## src/rtl/lsu_pkg.sv

```systemverilog
`default_nettype none
// ============================================================================
// Module      : lsu_pkg
// Description : Shared funct3 encodings, FSM state type and access-size decode
//               for the misaligned-capable load/store unit.
// Revision    : 1.0 - initial release
// ============================================================================
package lsu_pkg;

    localparam logic [2:0] F3_B  = 3'b000;
    localparam logic [2:0] F3_H  = 3'b001;
    localparam logic [2:0] F3_W  = 3'b010;
    localparam logic [2:0] F3_BU = 3'b100;
    localparam logic [2:0] F3_HU = 3'b101;

    typedef enum logic [1:0] {
        IDLE   = 2'd0,
        FIRST  = 2'd1,
        SECOND = 2'd2,
        RESP   = 2'd3
    } lsu_state_t;

    // Illegal encodings fall to 4 bytes; they never reach memory anyway.
    function automatic logic [2:0] access_bytes(input logic [2:0] funct3);
        case (funct3)
            F3_B, F3_BU: access_bytes = 3'd1;
            F3_H, F3_HU: access_bytes = 3'd2;
            default:     access_bytes = 3'd4;
        endcase
    endfunction

endpackage
`default_nettype wire

```

## src/rtl/lsu_lane_align.sv

```systemverilog
`default_nettype none
// ============================================================================
// Module      : lsu_lane_align
// Description : Combinational byte-lane steering: store data/strobes spread over
//               two words, and load field extraction with sign/zero extension.
// Revision    : 1.0 - initial release
// ============================================================================
module lsu_lane_align
    import lsu_pkg::*;
(
    input  logic [31:0] wdata,
    input  logic [1:0]  off,
    input  logic [2:0]  funct3,
    input  logic [63:0] combined,
    output logic [63:0] wide,
    output logic [7:0]  mask8,
    output logic [31:0] load_data
);

    logic [2:0]  w_nbytes;
    logic [7:0]  w_ones;
    logic [31:0] w_field;

    assign w_nbytes = access_bytes(funct3);

    always_comb begin
        w_ones = 8'h0F;
        case (w_nbytes)
            3'd1:    w_ones = 8'h01;
            3'd2:    w_ones = 8'h03;
            default: w_ones = 8'h0F;
        endcase
    end

    // Bytes spilling past lane 3 land in the upper word of the 64-bit window.
    assign mask8 = w_ones << off;
    assign wide  = {32'b0, wdata} << {off, 3'b000};

    assign w_field = 32'(combined >> {off, 3'b000});

    always_comb begin
        load_data = 32'b0;
        case (funct3)
            F3_B:    load_data = {{24{w_field[7]}}, w_field[7:0]};
            F3_H:    load_data = {{16{w_field[15]}}, w_field[15:0]};
            F3_W:    load_data = w_field;
            F3_BU:   load_data = {24'b0, w_field[7:0]};
            F3_HU:   load_data = {16'b0, w_field[15:0]};
            default: load_data = 32'b0;
        endcase
    end

endmodule
`default_nettype wire

```

## src/rtl/lsu_misaligned.sv

```systemverilog
`default_nettype none
// ============================================================================
// Module      : lsu_misaligned
// Description : Load/store unit that splits word-boundary-crossing accesses into
//               two word accesses on a synchronous byte-strobed data memory.
// Revision    : 1.0 - initial release
// ============================================================================
module lsu_misaligned
    import lsu_pkg::*;
#(
    parameter bit MISALIGN_EN = 1'b1
) (
    input  logic        clk,
    input  logic        reset,
    input  logic        req_valid,
    output logic        req_ready,
    input  logic        req_store,
    input  logic [2:0]  req_funct3,
    input  logic [31:0] req_addr,
    input  logic [31:0] req_wdata,
    output logic        mem_en,
    output logic [29:0] mem_addr,
    output logic [3:0]  mem_we,
    output logic [31:0] mem_wdata,
    input  logic [31:0] mem_rdata,
    output logic        resp_valid,
    output logic [31:0] resp_data,
    output logic        resp_err
);

    lsu_state_t  r_state;
    logic        r_store;
    logic [2:0]  r_funct3;
    logic [31:0] r_addr;
    logic [31:0] r_wdata;
    logic        r_err;
    logic [31:0] r_lo;

    logic [2:0]  w_req_n;
    logic        w_req_cross;
    logic        w_req_f3_ok;
    logic        w_req_illegal;
    logic [2:0]  w_n;
    logic        w_cross;
    logic        w_access;
    logic [63:0] w_wide;
    logic [7:0]  w_mask8;
    logic [63:0] w_combined;
    logic [31:0] w_load_data;

    // Legality is judged on the live request so an illegal one skips memory.
    assign w_req_n     = access_bytes(req_funct3);
    assign w_req_cross = ({2'b00, req_addr[1:0]} + {1'b0, w_req_n}) > 4'd4;

    always_comb begin
        w_req_f3_ok = 1'b0;
        case (req_funct3)
            F3_B, F3_H, F3_W: w_req_f3_ok = 1'b1;
            F3_BU, F3_HU:     w_req_f3_ok = !req_store;
            default:          w_req_f3_ok = 1'b0;
        endcase
    end

    assign w_req_illegal = !w_req_f3_ok || (w_req_cross && !MISALIGN_EN);

    assign w_n     = access_bytes(r_funct3);
    assign w_cross = ({2'b00, r_addr[1:0]} + {1'b0, w_n}) > 4'd4;

    always_ff @(posedge clk) begin
        if (reset) begin
            r_state  <= IDLE;
            r_store  <= 1'b0;
            r_funct3 <= 3'b0;
            r_addr   <= 32'b0;
            r_wdata  <= 32'b0;
            r_err    <= 1'b0;
            r_lo     <= 32'b0;
        end else begin
            case (r_state)
                IDLE: begin
                    if (req_valid) begin
                        r_store  <= req_store;
                        r_funct3 <= req_funct3;
                        r_addr   <= req_addr;
                        r_wdata  <= req_wdata;
                        r_err    <= w_req_illegal;
                        r_state  <= w_req_illegal ? RESP : FIRST;
                    end
                end
                FIRST:   r_state <= w_cross ? SECOND : RESP;
                SECOND: begin
                    r_lo    <= mem_rdata;
                    r_state <= RESP;
                end
                RESP:    r_state <= IDLE;
                default: r_state <= IDLE;
            endcase
        end
    end

    assign w_combined = w_cross ? {mem_rdata, r_lo} : {32'b0, mem_rdata};

    lsu_lane_align u_lane_align (
        .wdata     (r_wdata),
        .off       (r_addr[1:0]),
        .funct3    (r_funct3),
        .combined  (w_combined),
        .wide      (w_wide),
        .mask8     (w_mask8),
        .load_data (w_load_data)
    );

    // Memory strobes are squashed during reset so an interrupted split store
    // cannot write in the reset cycle.
    assign w_access  = (r_state == FIRST) || (r_state == SECOND);
    assign mem_en    = w_access && !reset;
    assign mem_addr  = (r_state == SECOND) ? (r_addr[31:2] + 30'd1) : r_addr[31:2];
    assign mem_we    = (mem_en && r_store) ?
                       ((r_state == SECOND) ? w_mask8[7:4] : w_mask8[3:0]) : 4'b0;
    assign mem_wdata = (r_state == SECOND) ? w_wide[63:32] : w_wide[31:0];

    assign req_ready  = (r_state == IDLE);
    assign resp_valid = (r_state == RESP) && !reset;
    assign resp_err   = resp_valid && r_err;
    assign resp_data  = (resp_valid && !r_store && !r_err) ? w_load_data : 32'b0;

endmodule
`default_nettype wire

```

## config.mk

```make
export PLATFORM = sky130hd
export DESIGN_NAME = lsu_misaligned
export DESIGN_NICKNAME = d
export VERILOG_FILES = /design/src/rtl/lsu_pkg.sv /design/src/rtl/lsu_lane_align.sv /design/src/rtl/lsu_misaligned.sv
export SDC_FILE = /design/constraint.sdc
export NUM_CORES = 1
export LEC_CHECK = 0
export CAP_MARGIN = 20
export CORE_ASPECT_RATIO = 0.9
export CORE_MARGIN = 5
export CORE_UTILIZATION = 48
export DETAILED_ROUTE_END_ITERATION = 10
export HOLD_SLACK_MARGIN = 0.03
export PLACE_DENSITY = 0.81
export SYNTH_ARGS = -nofsm -noshare
export SYNTH_HDL_FRONTEND = slang
export SYNTH_SLANG_ARGS = --single-unit
```

## constraint.sdc

```tcl
create_clock -name clk -period 5.65 [get_ports clk]
set_clock_uncertainty 0.2 [all_clocks]
set_input_delay 1.695 -clock clk [delete_from_list [all_inputs] [get_ports clk]]
set_output_delay 1.695 -clock clk [all_outputs]
set_load 0.03 [all_outputs]
```

==> flow_summary.yaml, run 1 <==
status:
  outcome: "complete, no violations"
final_layout:
  most-common-layout-cells: "nand2_1, clkdlybuf4s50_1, a21oi_1, dfxtp_1, mux2i_1"
  final_layout_size_suffix_gt1_frac: 0.0963
  layout.nets: 1177
  multi_input_comb_area_um2: 4440
  n_antenna_cell: 0
  register_area_um2: 2070
  synthToLayoutAreaGrowth_pct: 36.8
  layout_commonest_cell: "nand2_1"
  layout.core_utilization: 0.666
  fillCellCount: 1232
global_route:
  via_count_of_the_first_global_routing_pass: 6908
  grt_start_max_net_pins: 104
  groute.usage.overall: 0.271
  grt.met2_usage: 0.425
  groute.layer.met3.usage: 0.0967
  grt_overflow_total: 0
  busiest_layer: "met2"
  grt_pass1_wl_um: 35800
  number_of_antenna_violations_at_the_first_check_in_global_routing: 1
  met1_usage: 0.343
min_path:
  min_path_type: "flip-flop to flip-flop"
logic_synthesis:
  yosys_warnings: 0
  postSynth.topFlopCell: "dfxtp_1"
  syn-mean-instance-area_um2: 7.54
  mapped_nets: 1013
  postSynthRegisterBits: 103
  synth.distinct_cells: 51
  synth_enable_flop_cells: 0
  synth_sequential_area_ratio: 0.304
  syn-cell-area_um2: 6790
  synthCells: 901
  postSynth.asyncResetShare: 0
setup_path:
  crit_required_ps: 3750
  r2r_end: "r_state[0]"
  regToRegStartpoint: "r_funct3[0]"
  worst_setup_path_start_kind: "input pin"
  setup.reg_to_reg.worst_slack_ps: 3150
  cp-endpoint: "resp_data[23]"
  worst_setup_path_end_kind: "primary output"
  reg2reg_depth: 7
  critical_path.startpoint: "mem_rdata[15]"
  timing_worst_setup_path_type: "input pin to primary output"
  cp.arrival_ps: 3690
  worstPathMaxFanout: 15
floorplanning:
  dieWidth_um: 135
  dieArea_um2: 16600
  fp.dieH_um: 123
  design.core.area_um2: 14000
  placementRows: 41
  design.portCount: 205
  initial_utilization: 0.487
placed_design:
  dp_worst_setup_slack_ps: -294
  io_buffers: 204
  dp_hpwl_um: 16100
  finalWeightedCongestion: 0.942
sta:
  maxSlewHeadroom: 0.364
  report.final.setup_viol: 0
  period_minus_slack_ps: 5580
  worst_slew_pin_slew_ps: 953
  worst_slack_ps: 69.8
  grt_setup_unrepaired: "false"
  period_share: 0.988
  final-hold-violation-count: 0
  fmax_achieved_mhz: 179
  timing.final.max_slew_violations: 0
drt:
  antenna_violating_nets_post_route: 0
  drtIter0Drc: 586
  wl_um: 22900
  detail_route.vias_per_cell: 5.70
  dr_total_vias: 7202
  drc_errors: 0
  route.detailed.wl_per_inst_um: 18.1
  pre_repair_dr_iteration_count: 5
clock_network:
  cts_buffer_depth: 2
  ctsHoldBuffers: 0
  clkLatencyLatePin_ps: 360
  tritoncts_num_sinks: 103
  cts_root_buffer: "clkbuf_16"
  htreeDepth: 3
  tritoncts: "built"
  cts_inserted_buffers: 9
  clk_transition_reported_paths_ps: 70
power:
  vdd_drop_max_v: 0.000229
  cellLeakagePower_nw: 3.58
  cellPowerDensity_nw_per_um2: 386
run:
  maxCapViolCount: 0
## synthesized netlist by cell type, types with 2 or more instances
cell / number / area share
o21ai_2: 4 / 0.0052
or2_2: 2 / 0.0018
mux2_2: 12 / 0.020
nand2_1: 194 / 0.11
buf_6: 2 / 0.0033
mux2i_1: 99 / 0.15
o31ai_1: 6 / 0.0066
inv_1: 8 / 0.0044
o2111a_1: 6 / 0.0099
a21oi_1: 100 / 0.074
nand3_1: 31 / 0.023
buf_2: 5 / 0.0037
o22a_1: 7 / 0.0090
o22ai_1: 9 / 0.0083
nor2b_1: 5 / 0.0046
xor2_1: 9 / 0.012
nor2_1: 66 / 0.036
nand4_1: 9 / 0.0083
ha_1: 8 / 0.015
and4_1: 3 / 0.0039
xnor2_1: 21 / 0.027
nand2b_1: 2 / 0.0018
and3_1: 7 / 0.0064
dfxtp_1: 103 / 0.30
or4_1: 2 / 0.0022
buf_1: 11 / 0.0061
and2_1: 17 / 0.016
a32o_1: 7 / 0.010
a22o_1: 8 / 0.010
a211o_1: 2 / 0.0026
o21ai_0: 31 / 0.023
a211oi_1: 9 / 0.0099
nor3_1: 2 / 0.0015
clkbuf_1: 56 / 0.031
a31oi_1: 8 / 0.0074
a221o_1: 7 / 0.010
o21a_1: 9 / 0.0099
## worst min path at each step
stage | startpoint | cells after the start | endpoint
floorplan | r_funct3[2] | 2 | r_funct3[2]
global placement | r_store | 2 | r_store
detailed placement | r_wdata[20] | 2 | r_wdata[20]
CTS | r_wdata[20] | 2 | r_wdata[20]
global route | r_addr[31] | 2 | r_addr[31]
finish | r_wdata[20] | 2 | r_wdata[20]
## sequential cells by signal, indices dropped and copies added (netlist names)
signal,flops
r_addr,32
r_lo,32
r_wdata,32
r_funct3,3
r_state,2
r_err,1
r_store,1
## final cells by class
| class | count | share of cell area |
|---|---|---|
| repair buffers | 227 | 0.239 |
| clock buffers | 9 | 0.0242 |
| clock inverters | 7 | 0.00660 |
| well taps | 193 | 0.0260 |
| flip-flops and latches | 103 | 0.223 |
| multi-input cells | 715 | 0.478 |
| inverters | 9 | 0.00363 |
## where the power goes
| part | internal, mW | switching (mW) |
|---|---|---|
| registers | 0.877 | 0.142 |
| logic | 0.773 | 1.19 |
| clock network | 0.309 | 0.302 |
| total | 1.96 | 1.63 |
## routing by layer
layer / share of wire / vias to the layer above
met3: 0.11 / 54
met4: 0.028 / 2
met1: 0.42 / 3318
li1: - / 3503
met2: 0.44 / 325
met5: 0.00057 / -
## cell families after synthesis
| logic type | synth area share |
|---|---|
| compound gates | 0.206 |
| xor+xnor | 0.0387 |
| fa+ha+maj | 0.0177 |
| buf+inv | 0.0490 |
| flops | 0.304 |
| mux | 0.169 |
| simple gates | 0.216 |
## repair_timing
item | in CTS | in global routing
endpoints found under the hold margin | 0 | 0
setup endpoints to repair | 16 | 11
setup buffers | 0 | 0
gates resized for setup | 10 | 4
pin swaps | 1 | 0
## critical path, stage by stage
cell and delay (ps):
dlygate4sd2_1 220, mux2i_2 90, mux2_4 300, mux4_2 460, or4_4 450, buf_8 170
o21ai_0 100, buf_4 200
## through the flow
step / hold WS (ps) / area [um^2] / instances / TNS (ps) / total power, mW
6_report: 277 / 9290 / 1263 / 0 / 3.59
5_1_grt: 298 / 9290 / 1263 / 0 / 3.80
4_1_cts: 278 / 9280 / 1262 / 0 / 3.60
3_5_place_dp: 268 / 8960 / 1246 / -4260 / 2.97
3_3_place_gp: 258 / 8960 / 1246 / -3670 / 2.96
2_1_floorplan: 240 / 6790 / 901 / -107 / 2.31
(Power assumes the default switching activity.)
==> run 2, diff against run 1 <==
==> constraint.sdc (replaced) <==
create_clock -name clk -period 5.7 [get_ports clk]
set_clock_uncertainty 0.2 [all_clocks]
set_input_delay 1.71 -clock clk [delete_from_list [all_inputs] [get_ports clk]]
set_output_delay 1.71 -clock clk [all_outputs]
set_load 0.03 [all_outputs]
==> run 2 against run 1 <==
  * First-iteration DRC count grew 9.6%
  * Combinational power about the same
  * Clock power grew 6.2%
  * Count of clock-buffer cells in the layout increased by 1
  * Routed wire length grew 2.0%
  * Worst hold slack worse by 2.7 ps
  * Sequential share of layout area shrank 0.16 points
  * Register-to-register slack is essentially flat
  * Critical path depth increased by 1
  * Critical endpoint is now resp_data[16]
==> flow_summary.yaml, run 2 (synthesis results as in run 1) <==
setup_path:
  reg2reg_depth: 6
  cp.arrival_ps: 3700
  critPathTopFamily: "multiplexers"
  critical_path.cell_chain: "clkbuf_2, mux2i_2, mux2_4, mux4_2, or4_4, buf_6, buf_12, o31ai_1, buf_4"
  worst_setup_path_start_kind: "input pin"
  timing_worst_setup_path_type: "input pin to primary output"
  regToRegStartpoint: "r_state[0]"
  worst_setup_path_end_kind: "primary output"
  cp_slowest_cell: "or4_4"
  setup.reg_to_reg.worst_slack_ps: 3140
  r2r_end: "r_wdata[12]"
  max_stage_delay_ps: 520
  crit_required_ps: 3790
  worstPathMaxFanout: 8
  cp.buffers_inverters: 4
power:
  cellLeakagePower_nw: 3.62
  cellPowerDensity_nw_per_um2: 387
  vdd_drop_max_v: 0.000227
status:
  outcome: "complete, no violations"
floorplanning:
  design.portCount: 205
  placementRows: 41
  dieArea_um2: 16600
  design.core.area_um2: 14000
  fp.dieH_um: 123
  dieWidth_um: 135
  initial_utilization: 0.487
sta:
  worst_slew_pin_slew_ps: 1050
  timing.final.max_slew_violations: 0
  fin_hold_ws_ps: 274
  report.final.setup_viol: 0
  maxSlewHeadroom: 0.299
  period_share: 0.985
  fmax_achieved_mhz: 178
  final-hold-violation-count: 0
  period_minus_slack_ps: 5610
clock_network:
  cts_buffer_depth: 2
  tritoncts: "built"
  clk_transition_reported_paths_ps: 70
  htreeDepth: 3
  tritoncts_num_sinks: 103
  cts_inserted_buffers: 9
  clkLatencyLatePin_ps: 360
  cts_root_buffer: "clkbuf_16"
  ctsHoldBuffers: 0
placed_design:
  io_buffers: 204
  dp_hpwl_um: 16400
  finalWeightedCongestion: 0.941
drt:
  drtIter0Drc: 642
  route.detailed.wl_per_inst_um: 18.5
  drc_errors: 0
  antenna_violating_nets_post_route: 0
  pre_repair_dr_iteration_count: 5
  detail_route.vias_per_cell: 5.74
  dr_total_vias: 7273
  wl_um: 23400
min_path:
  whs_endpoint: "r_addr[31]"
  min_path_type: "flip-flop to flip-flop"
  hold_depth: 2
  hold_path.startpoint: "r_addr[31]"
final_layout:
  layout.core_utilization: 0.671
  final_layout_size_suffix_gt1_frac: 0.105
  n_antenna_cell: 0
  synthToLayoutAreaGrowth_pct: 37.8
  layout_commonest_cell: "nand2_1"
  layout.nets: 1180
  most-common-layout-cells: "nand2_1, clkdlybuf4s50_1, a21oi_1, dfxtp_1, mux2i_1"
  largest_registers: "r_addr x32, r_lo x32, r_wdata x32"
global_route:
  grt_pass1_wl_um: 36000
  grt_overflow_total: 0
  grt_start_max_net_pins: 63
  number_of_antenna_violations_at_the_first_check_in_global_routing: 0
  via_count_of_the_first_global_routing_pass: 6829
  groute.usage.overall: 0.272
run:
  maxCapViolCount: 0
-- run 2: area by class of cell --
cell class                      count  area (um^2)
Clock buffer                       10          229
Clock inverter                      6         76.3
Fill cell                        1222         4590
Inverter                            9         33.8
Multi-Input combinational cell    715         4450
Sequential cell                   103         2070
Tap cell                          193          241
Timing Repair Buffer              230         2260
-- run 2: power breakdown --
group | switching [mW] | total, mW | internal [mW]
sequential | 0.153 | 1.02 | 0.869
combinational | 1.18 | 1.95 | 0.775
clock | 0.299 | 0.649 | 0.350
total | 1.63 | 3.62 | 1.99
-- run 2: per-layer routing --
metal / GRT usage / vias to the layer above / part of all wire
met5: 0 / - / 0
met1: 0.349 / 3430 / 0.42
met2: 0.435 / 301 / 0.46
met4: 0.0951 / 0 / 0.026
met3: 0.0844 / 45 / 0.093
li1: - / 3497 / -
-- run 2: repair_timing --
action	CTS	global route
endpoints found under the setup margin	16	20
pin swaps	1	1
gates resized for setup	16	17
gates cloned	1	0
setup buffers	3	0
-- run 2: how the worst max path moves through the flow --
stage	start	endpoint	slack, ps	depth (start not counted)
3_5_place_dp	mem_rdata[7]	resp_data[23]	-310	8
3_3_place_gp	mem_rdata[31]	resp_data[19]	-240	8
4_1_cts	mem_rdata[7]	resp_data[31]	1	8
5_1_grt	r_funct3[0]	resp_data[18]	-4	10
6_report	mem_rdata[31]	resp_data[16]	90	9
2_1_floorplan	reset	resp_data[19]	-20	6
-- run 2: through the flow --
step | setup slack [ps] | cell area (um^2) | power (mW) | instances | TNS, ps
after floorplan | -15.7 | 6790 | 2.29 | 901 | -47.1
after global placement | -236 | 8960 | 2.93 | 1246 | -3440
after detailed placement | -310 | 8960 | 2.95 | 1246 | -4390
after CTS | 1.40 | 9350 | 3.62 | 1266 | 0
after global routing | -4.46 | 9360 | 3.83 | 1266 | -4.46
final | 86.4 | 9360 | 3.62 | 1266 | 0
-- run 2: tightest hold or removal path, delay by kind of cell, from the launching register on --
family	cells	cell delay, ps
compound gates	1	50
flops	1	320
simple gates	1	50
